### src/rtl/ram_dma_pkg.sv
// rtl/ram_dma_pkg.sv - shared types and default sizes for the RAM port DMA
package ram_dma_pkg;
   localparam int ADDR_W  = 9;
   localparam int DATA_W  = 16;
   localparam int LEN_W   = 10;
   localparam int MAX_LEN = 512;

   typedef enum logic [1:0] {
      IDLE  = 2'd0,
      READ  = 2'd1,
      WRITE = 2'd2,
      DONE  = 2'd3
   } state_e;
endpackage

### src/rtl/ram_port_dma_if.sv
// rtl/ram_port_dma_if.sv - one port of the shared data RAM (DMA side is master)
interface ram_port_dma_if #(
   parameter int ADDR_W = 9,
   parameter int DATA_W = 16
);
   logic              ram_read_en;
   logic              ram_write_en;
   logic [ADDR_W-1:0] ram_addr;
   logic [DATA_W-1:0] ram_wdata;
   logic [DATA_W-1:0] ram_rdata;

   modport master (
      output ram_read_en, ram_write_en, ram_addr, ram_wdata,
      input  ram_rdata
   );

   modport slave (
      input  ram_read_en, ram_write_en, ram_addr, ram_wdata,
      output ram_rdata
   );
endinterface

### src/rtl/ram_port_dma.sv
// rtl/ram_port_dma.sv - block copy between RAM regions, one word per read/write cycle pair
// Optional constant-fill mode is enabled by defining RAM_DMA_FILL_EN.
module ram_port_dma
   import ram_dma_pkg::*;
#(
   parameter int ADDR_W = ram_dma_pkg::ADDR_W,
   parameter int DATA_W = ram_dma_pkg::DATA_W,
   parameter int LEN_W  = ram_dma_pkg::LEN_W
) (
   input  logic              clk,
   input  logic              rst,
   input  logic              start,
   input  logic [ADDR_W-1:0] src_addr,
   input  logic [ADDR_W-1:0] dst_addr,
   input  logic [LEN_W-1:0]  len,
`ifdef RAM_DMA_FILL_EN
   input  logic              fill_mode,
   input  logic [DATA_W-1:0] fill_value,
`endif
   output logic              busy,
   output logic              done,
   ram_port_dma_if.master    ram
);

   state_e            state_q, state_d;
   logic [ADDR_W-1:0] src_q, src_d;
   logic [ADDR_W-1:0] dst_q, dst_d;
   logic [LEN_W-1:0]  len_q, len_d;
   logic [LEN_W-1:0]  cnt_q, cnt_d;
   logic              fill_q, fill_d;
   logic [DATA_W-1:0] fval_q, fval_d;
   logic              start_fill;
   logic [DATA_W-1:0] start_fval;
   logic [LEN_W-1:0]  len_clamped;

`ifdef RAM_DMA_FILL_EN
   assign start_fill = fill_mode;
   assign start_fval = fill_value;
`else
   assign start_fill = 1'b0;
   assign start_fval = '0;
`endif

   assign len_clamped = (len > LEN_W'(MAX_LEN)) ? LEN_W'(MAX_LEN) : len;

   always_ff @(posedge clk) begin
      if (rst) begin
         state_q <= IDLE;
         src_q   <= '0;
         dst_q   <= '0;
         len_q   <= '0;
         cnt_q   <= '0;
         fill_q  <= 1'b0;
         fval_q  <= '0;
      end else begin
         state_q <= state_d;
         src_q   <= src_d;
         dst_q   <= dst_d;
         len_q   <= len_d;
         cnt_q   <= cnt_d;
         fill_q  <= fill_d;
         fval_q  <= fval_d;
      end
   end

   always_comb begin
      state_d          = state_q;
      src_d            = src_q;
      dst_d            = dst_q;
      len_d            = len_q;
      cnt_d            = cnt_q;
      fill_d           = fill_q;
      fval_d           = fval_q;
      busy             = 1'b0;
      done             = 1'b0;
      ram.ram_read_en  = 1'b0;
      ram.ram_write_en = 1'b0;
      ram.ram_addr     = '0;
      ram.ram_wdata    = '0;

      case (state_q)
         IDLE: begin
            if (start) begin
               src_d  = src_addr;
               dst_d  = dst_addr;
               len_d  = len_clamped;
               cnt_d  = '0;
               fill_d = start_fill;
               fval_d = start_fval;
               if (len_clamped == '0)
                  state_d = DONE;
               else if (start_fill)
                  state_d = WRITE;
               else
                  state_d = READ;
            end
         end
         READ: begin
            busy            = 1'b1;
            ram.ram_read_en = 1'b1;
            ram.ram_addr    = src_q + ADDR_W'(cnt_q);
            state_d         = WRITE;
         end
         WRITE: begin
            busy             = 1'b1;
            ram.ram_write_en = 1'b1;
            ram.ram_addr     = dst_q + ADDR_W'(cnt_q);
            // RAM holds the word read last cycle, so write it straight through
            ram.ram_wdata    = fill_q ? fval_q : ram.ram_rdata;
            if (cnt_q == len_q - LEN_W'(1)) begin
               state_d = DONE;
            end else begin
               cnt_d   = cnt_q + LEN_W'(1);
               state_d = fill_q ? WRITE : READ;
            end
         end
         DONE: begin
            done    = 1'b1;
            state_d = IDLE;
         end
         default: state_d = IDLE;
      endcase

      // Reset masks the port immediately so an aborted write never lands
      if (rst) begin
         busy             = 1'b0;
         done             = 1'b0;
         ram.ram_read_en  = 1'b0;
         ram.ram_write_en = 1'b0;
         ram.ram_addr     = '0;
         ram.ram_wdata    = '0;
      end
   end

endmodule

### src/flat_wrapper.sv
// flat-port wrapper written by rule: the top's interface ports become plain ports
module ram_port_dma_flat import ram_dma_pkg::*;
#(
   parameter int ADDR_W = ram_dma_pkg::ADDR_W,
   parameter int DATA_W = ram_dma_pkg::DATA_W,
   parameter int LEN_W  = ram_dma_pkg::LEN_W
)
  (clk, rst, start, src_addr, dst_addr, len, busy, done, ram_ram_read_en, ram_ram_write_en, ram_ram_addr, ram_ram_wdata, ram_ram_rdata);
  ram_port_dma_if #(.ADDR_W(ADDR_W), .DATA_W(DATA_W)) ram_i ();
  input  logic clk;
  input  logic rst;
  input  logic start;
  input  logic [ADDR_W-1:0] src_addr;
  input  logic [ADDR_W-1:0] dst_addr;
  input  logic [LEN_W-1:0] len;
  output logic busy;
  output logic done;
  output wire logic [$bits(ram_i.ram_read_en)-1:0] ram_ram_read_en;
  output wire logic [$bits(ram_i.ram_write_en)-1:0] ram_ram_write_en;
  output wire logic [$bits(ram_i.ram_addr)-1:0] ram_ram_addr;
  output wire logic [$bits(ram_i.ram_wdata)-1:0] ram_ram_wdata;
  input wire logic [$bits(ram_i.ram_rdata)-1:0] ram_ram_rdata;
  assign ram_ram_read_en = ram_i.ram_read_en;
  assign ram_ram_write_en = ram_i.ram_write_en;
  assign ram_ram_addr = ram_i.ram_addr;
  assign ram_ram_wdata = ram_i.ram_wdata;
  assign ram_i.ram_rdata = ram_ram_rdata;
  ram_port_dma #(.ADDR_W(ADDR_W), .DATA_W(DATA_W), .LEN_W(LEN_W)) u_core (.clk(clk), .rst(rst), .start(start), .src_addr(src_addr), .dst_addr(dst_addr), .len(len), .busy(busy), .done(done), .ram(ram_i));
endmodule
### config.mk
export PLATFORM = sky130hd
export DESIGN_NAME = ram_port_dma_flat
export DESIGN_NICKNAME = d
export VERILOG_FILES = /design/src/rtl/ram_dma_pkg.sv /design/src/rtl/ram_port_dma_if.sv /design/src/rtl/ram_port_dma.sv /design/src/flat_wrapper.sv
export SDC_FILE = /design/constraint.sdc
export NUM_CORES = 1
export LEC_CHECK = 0
export ABC_AREA = 0
export ABC_CLOCK_PERIOD_IN_PS = 3400
export CAP_MARGIN = 20
export CORE_ASPECT_RATIO = 0.6
export CORE_MARGIN = 1
export CORE_UTILIZATION = 45
export DETAILED_ROUTE_END_ITERATION = 10
export GPL_TIMING_DRIVEN = 0
export PLACE_DENSITY_LB_ADDON = 0.1
export SYNTH_ARGS = -nofsm -noshare
export SYNTH_HDL_FRONTEND = slang
export SYNTH_SLANG_ARGS = --single-unit
export TNS_END_PERCENT = 1
### constraint.sdc
create_clock -name clk -period 3.4 [get_ports clk]
set_input_delay 0.34 -clock clk [delete_from_list [all_inputs] [get_ports clk]]
set_output_delay 0.34 -clock clk [all_outputs]
set_load 0.05 [all_outputs]
==> metrics.yaml, run 1 <==
drt:
  post_drt_wl_per_cell_microns: 14.6
  drt_iter0_drc: 192
  antenna_left: 0
  firstDrtPassIters: 5
  remaining_drc_errors: 0
  vias_per_cell: 5.27
  via_count: 2654
  totalWireLength_microns: 7370
die:
  row_count: 21
  core_sq_um: 5570
  num_io_pins: 76
  dieWidth_microns: 100
  die_h_microns: 61.0
  die-area_sq_um: 6120
  start_util_pct: 46.9
worst_setup_path:
  critPathMaxStageDelay_ns: 0.37
  cp_slowest_cell: "fa_2"
  startpoint_type: "flip-flop"
  crit_top_cell: "buf_6"
  arrival_ns: 3.10
  path_max_fanout: 4
  critPathKind: "flip-flop to output pin"
  cp.required_ns: 3.06
  crit_chain: "inv_2, ha_4, buf_12, mux2_4, buf_6, fa_2, a21o_1, a21oi_2, nor2b_2, o21a_1, o41ai_2, xnor2_1, nor2_2, buf_6"
  crit_buf_inv: 4
  path_delay_family: "compound AO/OA/AOI/OAI gates"
  end_kind: "output pin"
global_routing:
  grt_first_pass_wirelength_microns: 11300
  grt_max_degree: 15
  grt.total_usage_pct: 24.3
  overflow: 0
  grt_pass1_vias: 2312
  antenna_found_initial: 0
cts:
  clock_latency_ns: 0.30
  h-tree-depth: 2
  cts_root_buf: "clkbuf_8"
  cts_buffer_depth: 2
  cts_tree: "built"
  hold_buffers: 0
  cts_buffers: 5
  clk_pin_slew_ns: 0.09
  cts_sinks: 40
power_and_ir_drop:
  vdd_ir_drop_max_v: 0.000333
  power_switching_uw: 570
  internal_power_uw: 998
  switching_share_pct: 36.4
  power_leakage_nw: 1.42
  powerDensity_nw_per_um2: 418
  clkPwrFrac_pct: 26.1
  combPwrFrac_pct: 39.2
  pwr-share-seq_pct: 34.7
outcome:
  failed_checks: "setup timing"
  outcome: "complete, but fails checks"
synthesis:
  synthFlopType: "dfxtp_1"
  synth_adder_area_share_pct: 7.48
  avgSynthCellArea_sq_um: 7.89
  syn-num-nets: 393
  yosysWarningCount: 0
  netlist_area_sq_um: 2610
  ys_ff_latch: 40
  synth_xor_area_share_pct: 7.05
  yosys.area_share.simple_pct: 27.7
  ys_types: 47
  synth_top_family_by_area: "simple AND/OR/NAND/NOR gates"
  synth_compound_area_share_pct: 17.8
  syn_inst: 331
  synth.area.top_cells: "dfxtp_1 31%, nand2_1 8.1%, a21oi_1 6.7%"
  synth_top_cell_by_area: "dfxtp_1"
  synth_edf_count: 0
  synthMuxAreaShare_pct: 4.65
  ys_seq_area_share_pct: 30.7
  async_flop_share_pct: 0
  synth_top_area_share_pct: 30.7
timing:
  post-route-period-util_pct: 101
  slew_headroom_pct: 59.4
  finalClockSkew_ns: 0.00784
  period_minus_slack_ns: 3.44
  finalHoldViolCount: 0
  slew_viol_final: 0
  setup_violations: 1
  rsz0062_at_grt: "true"
  finalSetupTns_ns: -0.0402
  setup_ws_ns: -0.0402
  clock.fmax_mhz: 291
  worst_slew_pin_slew_ns: 0.609
placement:
  port_buffers: 74
  place_inst: 485
  place_hpwl_microns: 5530
  gp_congestion: 0.836
  post-place-ws_ns: -0.960
  place_area_sq_um: 3460
layout:
  drive_gt1_share_pct: 13.2
  final_util_pct: 67.4
  design_area_sq_um: 3750
  nets: 485
  n_antenna_cell: 0
  syn2layout_area_growth_pct: 43.8
  fillerInstances: 486
  fin_cells: 504
  layout_common_cells: "69 x clkdlybuf4s50_1, 56 x nand2_1, 38 x dfxtp_1"
  seq_area_sq_um: 806
  final_common_cell: "clkdlybuf4s50_1"
  multi_input_area_sq_um: 1770
run:
  max_cap_viol_count: 0
worst_hold_path:
  hold_path.class: "flip-flop to flip-flop"
[kinds of logic after synthesis]
group / count (synthesis)
flip-flops: 40
adder cells (fa/ha/maj): 15
buffers and inverters: 31
XOR/XNOR: 21
multiplexers: 11
AO/OA/AOI/OAI: 66
AND/OR/NAND/NOR: 147
[sequential cells by signal (all words and copies together), names as in the netlist]
name            flops
u_core.state_q      2
u_core.cnt_q       10
u_core.src_q        9
u_core.len_q       10
u_core.dst_q        9
[cell usage after synthesis, types with 4 or more instances]
library cell   n
nand3_1        9
mux2_2         9
nor3_1        10
nor2_1        22
nor2b_1        8
nand3b_1       8
inv_1         16
xnor2_1       12
ha_1          14
and2_1        21
xor2_1         9
dfxtp_1       40
clkbuf_1      12
a21o_1         4
a21oi_1       35
nand2_1       56
[metrics by stage]
step,hold WS (ns),power (mW)
after floorplan,0.433,0.918
after global placement,0.439,1.09
after detailed placement,0.448,1.10
after CTS,0.460,1.55
after global routing,0.492,1.65
final,0.457,1.57
[worst reg2reg max path: cells and delay by family (launching register included)]
| family | cells | cell delay, ns |
|---|---|---|
| compound gates | 5 | 1.41 |
| flops | 1 | 0.43 |
| mux | 1 | 0.29 |
| buf+inv | 1 | 0.07 |
| fa+ha+maj | 1 | 0.29 |
[path summary, 6_finish.rpt]
path                      from               to  slack (ns)  cells after the start
min reg2reg    u_core.src_q[3]  u_core.src_q[3]        0.46                      2
max reg2reg    u_core.len_q[0]  u_core.cnt_q[4]        0.79                      8
min            u_core.src_q[3]  u_core.src_q[3]        0.46                      2
max          u_core.state_q[0]  ram_ram_addr[8]       -0.04                     14
[per-layer routing]
| layer | part of all wire (%) | wire length (microns) | vias to the layer above | track usage, % |
|---|---|---|---|---|
| met3 | 7.5 | 556 | 9 | 5.76 |
| met1 | 49 | 3590 | 1231 | 33.7 |
| li1 | - | - | 1313 | - |
| met2 | 43 | 3150 | 101 | 37.6 |
| met4 | 0.96 | 71 | 0 | 7.87 |
| met5 | 0 | 0 | - | 0 |
[power by group through the flow]
stage	combinational, mW	clock [mW]	sequential, mW
3_5_place_dp	0.551	0	0.550
6_report	0.615	0.409	0.544
3_3_place_gp	0.541	0	0.549
2_1_floorplan	0.378	0	0.540
5_1_grt	0.669	0.429	0.550
4_1_cts	0.597	0.414	0.542
[what timing repair did]
| action | CTS | global route |
|---|---|---|
| endpoints found under the setup margin | 8 | 6 |
| resized for setup | 39 | 9 |
| buffers inserted | 7 | 6 |
| pin swaps | 6 | 13 |
[layout make-up]
cell class,instances,share of cell area (%)
Multi-Input combinational cell,260,47.2
Timing Repair Buffer,87,22.7
Sequential cell,40,21.5
Tap cell,80,2.67
Clock buffer,5,1.83
Inverter,16,1.60
Buffer,13,1.30
Clock inverter,3,1.23
No activity file was read; power rests on OpenSTA's default activity.
==> run 2, diff against run 1 <==
--- a/config.mk
+++ b/config.mk
@@ -11,8 +11,10 @@
 export CORE_ASPECT_RATIO = 0.6
 export CORE_MARGIN = 1
 export CORE_UTILIZATION = 45
+export CTS_BUF_LIST = sky130_fd_sc_hd__clkbuf_2 sky130_fd_sc_hd__clkbuf_4 sky130_fd_sc_hd__clkbuf_8
 export DETAILED_ROUTE_END_ITERATION = 10
 export GPL_TIMING_DRIVEN = 0
+export MAX_ROUTING_LAYER = met4
 export PLACE_DENSITY_LB_ADDON = 0.1
 export SYNTH_ARGS = -nofsm -noshare
 export SYNTH_HDL_FRONTEND = slang
==> run 2 against run 1 <==
  * Clock skew grew 0.0012 ns
  * Final area did not move
  * Register-to-register slack hardly changed
  * Core utilization unchanged
  * Critical path depth did not move
  * Sequential power is essentially flat
  * Via count is 0.11% lower
  * The flow still finishes with violations (setup timing)
  * Largest power group unchanged
==> metrics.yaml, run 2 (synthesis gave the netlist of run 1 again) <==
layout:
  final_common_cell: "clkdlybuf4s50_1"
  reg_top3: "u_core.cnt_q (10), u_core.len_q (10)"
  nets: 485  # unchanged
  layout_common_cells: "69 x clkdlybuf4s50_1, 56 x nand2_1, 38 x dfxtp_1"
  drive_gt1_share_pct: 13.2  # unchanged
  syn2layout_area_growth_pct: 43.8  # unchanged
  n_antenna_cell: 0  # unchanged
cts:
  cts_root_buf: "clkbuf_8"
  clk_pin_slew_ns: 0.09  # about the same
  cts_buffer_depth: 2  # unchanged
  cts_sinks: 40  # unchanged
  cts_tree: "built"
  h-tree-depth: 2  # unchanged
  hold_buffers: 0  # unchanged
  cts_buffers: 5  # unchanged
  clock_latency_ns: 0.30  # about the same
worst_setup_path:
  reg2reg_depth: 8  # unchanged
  critPathKind: "flip-flop to output pin"
  reg2reg_to: "u_core.cnt_q[4]"
  startpoint_type: "flip-flop"
  crit_top_cell: "buf_6"
  crit_chain: "inv_2, ha_4, buf_12, mux2_4, buf_6, fa_2, a21o_1, a21oi_2, nor2b_2, o21a_1, o41ai_2, xnor2_1, nor2_2, buf_6"
  path_max_fanout: 4  # unchanged
  arrival_ns: 3.10  # about the same
  worstReg2RegStart: "u_core.len_q[0]"
  cp_slowest_cell: "fa_2"
  critPathMaxStageDelay_ns: 0.37  # about the same
  r2r_slack_ns: 0.79  # about the same
  end_kind: "output pin"
  cp.required_ns: 3.06  # about the same
placement:
  place_hpwl_microns: 5530  # unchanged
  port_buffers: 74  # unchanged
  gp_congestion: 0.849  # +1.5%
  post-place-ws_ns: -0.960  # unchanged
die:
  die-area_sq_um: 6120  # unchanged
  dieWidth_microns: 100  # unchanged
  num_io_pins: 76  # unchanged
  die_h_microns: 61.0  # unchanged
  start_util_pct: 46.9  # unchanged
  core_sq_um: 5570  # unchanged
  row_count: 21  # unchanged
timing:
  setup_ws_ns: -0.0440  # -0.00383 ns
  period_minus_slack_ns: 3.44  # +0.00383 ns
  setup_violations: 1  # unchanged
  rsz0062_at_grt: "true"
  slew_headroom_pct: 58.2  # -1.1 points
  finalClockSkew_ns: 0.00905  # +0.00121 ns
  slew_viol_final: 0  # unchanged
  post-route-period-util_pct: 101  # +0.11 points
  finalHoldViolCount: 0  # unchanged
  worst_slew_pin_slew_ns: 0.626  # +0.0170 ns
  clock.fmax_mhz: 290  # -0.11%
drt:
  totalWireLength_microns: 7370  # about the same
  drt_iter0_drc: 198  # +3.1%
  via_count: 2651  # -0.11%
  remaining_drc_errors: 0  # unchanged
  antenna_left: 0  # unchanged
  firstDrtPassIters: 4  # -1
  vias_per_cell: 5.26  # -0.11%
  post_drt_wl_per_cell_microns: 14.6  # about the same
global_routing:
  antenna_found_initial: 0  # unchanged
  grt_max_degree: 15  # unchanged
  overflow: 0  # unchanged
  grt_pass1_vias: 2310  # -0.087%
  grt_first_pass_wirelength_microns: 11300  # about the same
  grt.total_usage_pct: 25.0  # +0.78 points
run:
  max_cap_viol_count: 0  # unchanged
worst_hold_path:
  min_from: "u_core.src_q[3]"
  hold_path.class: "flip-flop to flip-flop"
  holdPathEnd: "u_core.src_q[3]"
  worstHoldPathCells: 2  # unchanged
power_and_ir_drop:
  vdd_ir_drop_max_v: 0.000333  # -0.25%
  power_leakage_nw: 1.42  # unchanged
  finalPower_mw: 1.57  # +0.16%
  powerDensity_nw_per_um2: 418  # +0.16%
outcome:
  failed_checks: "setup timing"
  outcome: "complete, but fails checks"
run 2: worst max-delay path by stage:
stage / from / cells after the start / to / slack, ns
finish: u_core.state_q[0] / 14 / ram_ram_addr[8] / -0.04
global route: u_core.state_q[0] / 14 / ram_ram_addr[8] / -0.14
CTS: u_core.state_q[0] / 14 / ram_ram_addr[8] / -0.11
detailed placement: u_core.state_q[0] / 15 / ram_ram_addr[8] / -0.96
global placement: u_core.state_q[0] / 15 / ram_ram_addr[8] / -0.96
floorplan: u_core.state_q[0] / 14 / ram_ram_addr[8] / -0.16
run 2: metal layers:
| metal | share of wire, % | vias to the layer above | global-route usage (%) |
|---|---|---|---|
| met5 | 0 | - | - |
| met4 | 0.92 | 0 | 7.87 |
| met3 | 7.1 | 9 | 5.76 |
| li1 | - | 1312 | - |
| met2 | 43 | 98 | 37.4 |
| met1 | 49 | 1232 | 33.7 |
run 2: power by group:
group / switching [mW] / total, mW / internal [mW]
clock network: 0.189 / 0.410 / 0.221
logic: 0.349 / 0.617 / 0.268
registers: 0.0347 / 0.544 / 0.509
total: 0.572 / 1.57 / 0.998
run 2: area by class of cell:
class / count / area [sq um]
fillers: 486 / 1820
multi-input cells: 260 / 1770
repair buffers: 87 / 851
flip-flops and latches: 40 / 806
well taps: 80 / 100
clock buffers: 5 / 68.8
inverters: 16 / 60.1
plain buffers: 13 / 48.8
clock inverters: 3 / 46.3
run 2: what timing repair did:
item,CTS,global route
pin swaps,6,13
endpoints found under the setup margin,8,6
gates resized for setup,39,9
setup buffers,7,6
run 2: stage by stage:
stage	hold slack (ns)	area (sq um)	utilization, %	cells	TNS, ns
3_3_place_gp	0.439	3460	62.1	485	-3.21
6_report	0.457	3750	67.4	504	-0.0440
4_1_cts	0.460	3690	66.2	499	-0.165
3_5_place_dp	0.448	3460	62.1	485	-3.31
2_1_floorplan	0.433	2620	-	331	-0.427
5_1_grt	0.492	3750	67.4	504	-0.325
run 2: worst max-delay path: cells and delay by family, from the launching register on:
family / cells / cell delay, ns
and+or+nand+nor: 2 / 0.19
adders and majority gates: 2 / 0.55
AOI/OAI and AO/OA: 4 / 0.76
DFF: 1 / 0.35
xor gates and xnor gates: 1 / 0.13
buffers and inverters: 4 / 0.48
muxes: 1 / 0.33
==> run 3, diff against run 2 <==
--- a/config.mk
+++ b/config.mk
@@ -13,7 +13,6 @@
 export CORE_UTILIZATION = 45
 export CTS_BUF_LIST = sky130_fd_sc_hd__clkbuf_2 sky130_fd_sc_hd__clkbuf_4 sky130_fd_sc_hd__clkbuf_8
 export DETAILED_ROUTE_END_ITERATION = 10
-export GPL_TIMING_DRIVEN = 0
 export MAX_ROUTING_LAYER = met4
 export PLACE_DENSITY_LB_ADDON = 0.1
 export SYNTH_ARGS = -nofsm -noshare
==> run 3 against run 2 <==
  * The flow now finishes without violations
  * Sequential share of layout area decreased by 0.79 points
  * Fmax increased by 3.8%
  * Global-route usage decreased by 0.70 points
  * Combinational power about the same
  * Clock power decreased by 2%
  * Clock skew decreased by 0.0053 ns
  * Setup slack improved by 0.13 ns
  * Critical path type unchanged
  * Highest routed layer unchanged
==> metrics.yaml, run 3 (synthesis gave the netlist of run 1 again) <==
outcome:
  outcome: "complete, no violations"
worst_setup_path:
  worstSetupStartpoint: "u_core.state_q[0]"
  critPathKind: "flip-flop to output pin"
  cp_slowest_cell: "dfxtp_2"
  worstReg2RegStart: "u_core.len_q[0]"
  reg2reg_depth: 8  # unchanged
  critPathMaxStageDelay_ns: 0.34  # -0.03 ns
  r2r_slack_ns: 0.91  # +0.12 ns
  startpoint_type: "flip-flop"
  path_max_fanout: 4  # unchanged
  arrival_ns: 2.98  # -0.12 ns
  end_kind: "output pin"
  reg2reg_to: "u_core.cnt_q[3]"
  cp.required_ns: 3.06  # about the same
  crit_chain: "inv_2, ha_4, buf_4, mux2_4, ha_1, a21o_1, a21oi_2, nor2b_1, o21a_1, o41a_1, xnor2_1, nor2_1, buf_12"
placement:
  place_inst: 476  # -1.9%
  place_hpwl_microns: 5100  # -7.7%
  port_buffers: 75  # +1.4%
  post-place-ws_ns: 0.0889  # +1.05 ns
  gp_congestion: 0.856  # +0.79%
drt:
  remaining_drc_errors: 0  # unchanged
  vias_per_cell: 5.29  # +0.48%
  post_drt_wl_per_cell_microns: 14.6  # -0.17%
  antenna_left: 0  # unchanged
  firstDrtPassIters: 4  # unchanged
  drt_iter0_drc: 172  # -13%
  via_count: 2574  # -2.9%
  totalWireLength_microns: 7110  # -3.5%
layout:
  syn2layout_area_growth_pct: 49.3
  reg_top3: "u_core.cnt_q (10), u_core.len_q (10)"
  drive_gt1_share_pct: 17.9  # +4.7 points
  fin_cells: 487  # -3.4%
  layout_common_cells: "56 x nand2_1, 47 x clkdlybuf4s50_1, 38 x dfxtp_1"
  fillerInstances: 455  # -6.4%
  n_antenna_cell: 0  # unchanged
  final_common_cell: "nand2_1"
  nets: 468  # -3.5%
power_and_ir_drop:
  pwr-share-seq_pct: 34.8  # +0.2 points
  switching_share_pct: 35.5  # -0.98 points
  finalPower_mw: 1.56  # -0.39%
  power_leakage_nw: 1.50  # +5.6%
  power_switching_uw: 555  # -3.1%
  internal_power_mw: 1.01  # +1.1%
  combPwrFrac_pct: 39.6  # +0.3 points
  vdd_ir_drop_max_v: 0.000272  # -18%
  powerDensity_nw_per_um2: 402  # -4.0%
  clkPwrFrac_pct: 25.6  # -0.5 points
die:
  start_util_pct: 46.9  # unchanged
  die-area_sq_um: 6120  # unchanged
  core_sq_um: 5570  # unchanged
  die_h_microns: 61.0  # unchanged
  dieWidth_microns: 100  # unchanged
  row_count: 21  # unchanged
  num_io_pins: 76  # unchanged
cts:
  clk_pin_slew_ns: 0.09  # about the same
  cts_root_buf: "clkbuf_8"
  cts_sinks: 40  # unchanged
  cts_buffer_depth: 2  # unchanged
  h-tree-depth: 2  # unchanged
  clock_latency_ns: 0.29  # about the same
  cts_tree: "built"
  cts_buffers: 5  # unchanged
worst_hold_path:
  min_from: "u_core.dst_q[7]"
  hold_path.class: "flip-flop to flip-flop"
  holdPathEnd: "u_core.dst_q[7]"
  worstHoldPathCells: 2  # unchanged
timing:
  fin_hold_ws_ns: 0.456  # -0.00121 ns
  finalHoldViolCount: 0  # unchanged
  clock.fmax_mhz: 302  # +3.8%
  setup_violations: 0  # -1
  slew_viol_final: 0  # unchanged
  worst_slew_pin_slew_ns: 0.960  # +0.334 ns
  rsz0062_at_grt: "true"
  setup_ws_ns: 0.0833  # +0.127 ns
  finalClockSkew_ns: 0.00373  # -0.00532 ns
  post-route-period-util_pct: 97.6  # -3.7 points
  period_minus_slack_ns: 3.32  # -0.127 ns
  slew_headroom_pct: 36.0  # -22 points
  finalSetupTns_ns: 0  # +0.0440 ns
global_routing:
  overflow: 0  # unchanged
  grt_pass1_vias: 2289  # -0.91%
  grt_first_pass_wirelength_microns: 11100  # -1.8%
  antenna_found_initial: 0  # unchanged
  grt.total_usage_pct: 24.3  # -0.70 points
  grt_max_degree: 42  # +27
run:
  max_cap_viol_count: 0  # unchanged
-- run 3: cell count changes in the layout (fill, tap and decap cells not counted), sizes merged, moves of 2 or more --
cell           change
clkbuf            -13
buf               +19
clkinv             +2
clkdlybuf4s50     -22
-- run 3: layer usage --
layer  global-route usage, %  vias to the layer above  part of all wire (%)
li1                        -                     1280                     -
met1                    34.0                     1175                    48
met4                    5.18                        0                  0.39
met2                    36.4                      117                    41
met5                       -                        -                     0
met3                    4.95                        2                    10
-- run 3: area by class of cell --
type	instances	area (sq um)	share of cell area [%]
clock buffer	5	68.8	1.77
clock inverter	3	47.5	1.22
inverter	16	60.1	1.54
multi-input combinational	260	1760	45.2
sequential	40	806	20.7
tap	80	100	2.57
timing repair buffer	83	1050	27.0
-- run 3: worst max-delay path, delay by kind of cell (launching register included) --
| kind | cells | cell delay, ns |
|---|---|---|
| AO/OA/AOI/OAI | 4 | 0.81 |
| XOR/XNOR | 1 | 0.14 |
| adder cells (fa/ha/maj) | 2 | 0.45 |
| buffers and inverters | 3 | 0.37 |
| flip-flops | 1 | 0.34 |
| multiplexers | 1 | 0.32 |
| AND/OR/NAND/NOR | 2 | 0.24 |
-- run 3: worst max path at each step --
stage | slack, ns | to
floorplan | -0.16 | ram_ram_addr[8]
global placement | 0.17 | ram_ram_addr[8]
detailed placement | 0.09 | ram_ram_addr[8]
CTS | 0.001 | ram_ram_addr[8]
global route | -0.04 | ram_ram_addr[7]
finish | 0.08 | ram_ram_addr[7]
-- run 3: what timing repair did --
item	CTS	global route
pin swaps	9	2
resized for setup	15	1
hold buffers	0	0
setup endpoints to repair	3	2
setup buffers	3	0
-- run 3: stage by stage --
stage	cell area (sq um)	util [%]
final	3900	69.9
after global routing	3900	69.9
after CTS	3890	69.9
after detailed placement	3690	66.2
after global placement	3690	66.2
after floorplan	2620	-
-- run 3: power by group through the flow --
stage	registers (mW)	logic (mW)	clock network, mW
3_5_place_dp	0.551	0.594	0
5_1_grt	0.550	0.669	0.423
2_1_floorplan	0.540	0.378	0
3_3_place_gp	0.549	0.587	0
6_report	0.545	0.619	0.400
4_1_cts	0.543	0.613	0.406
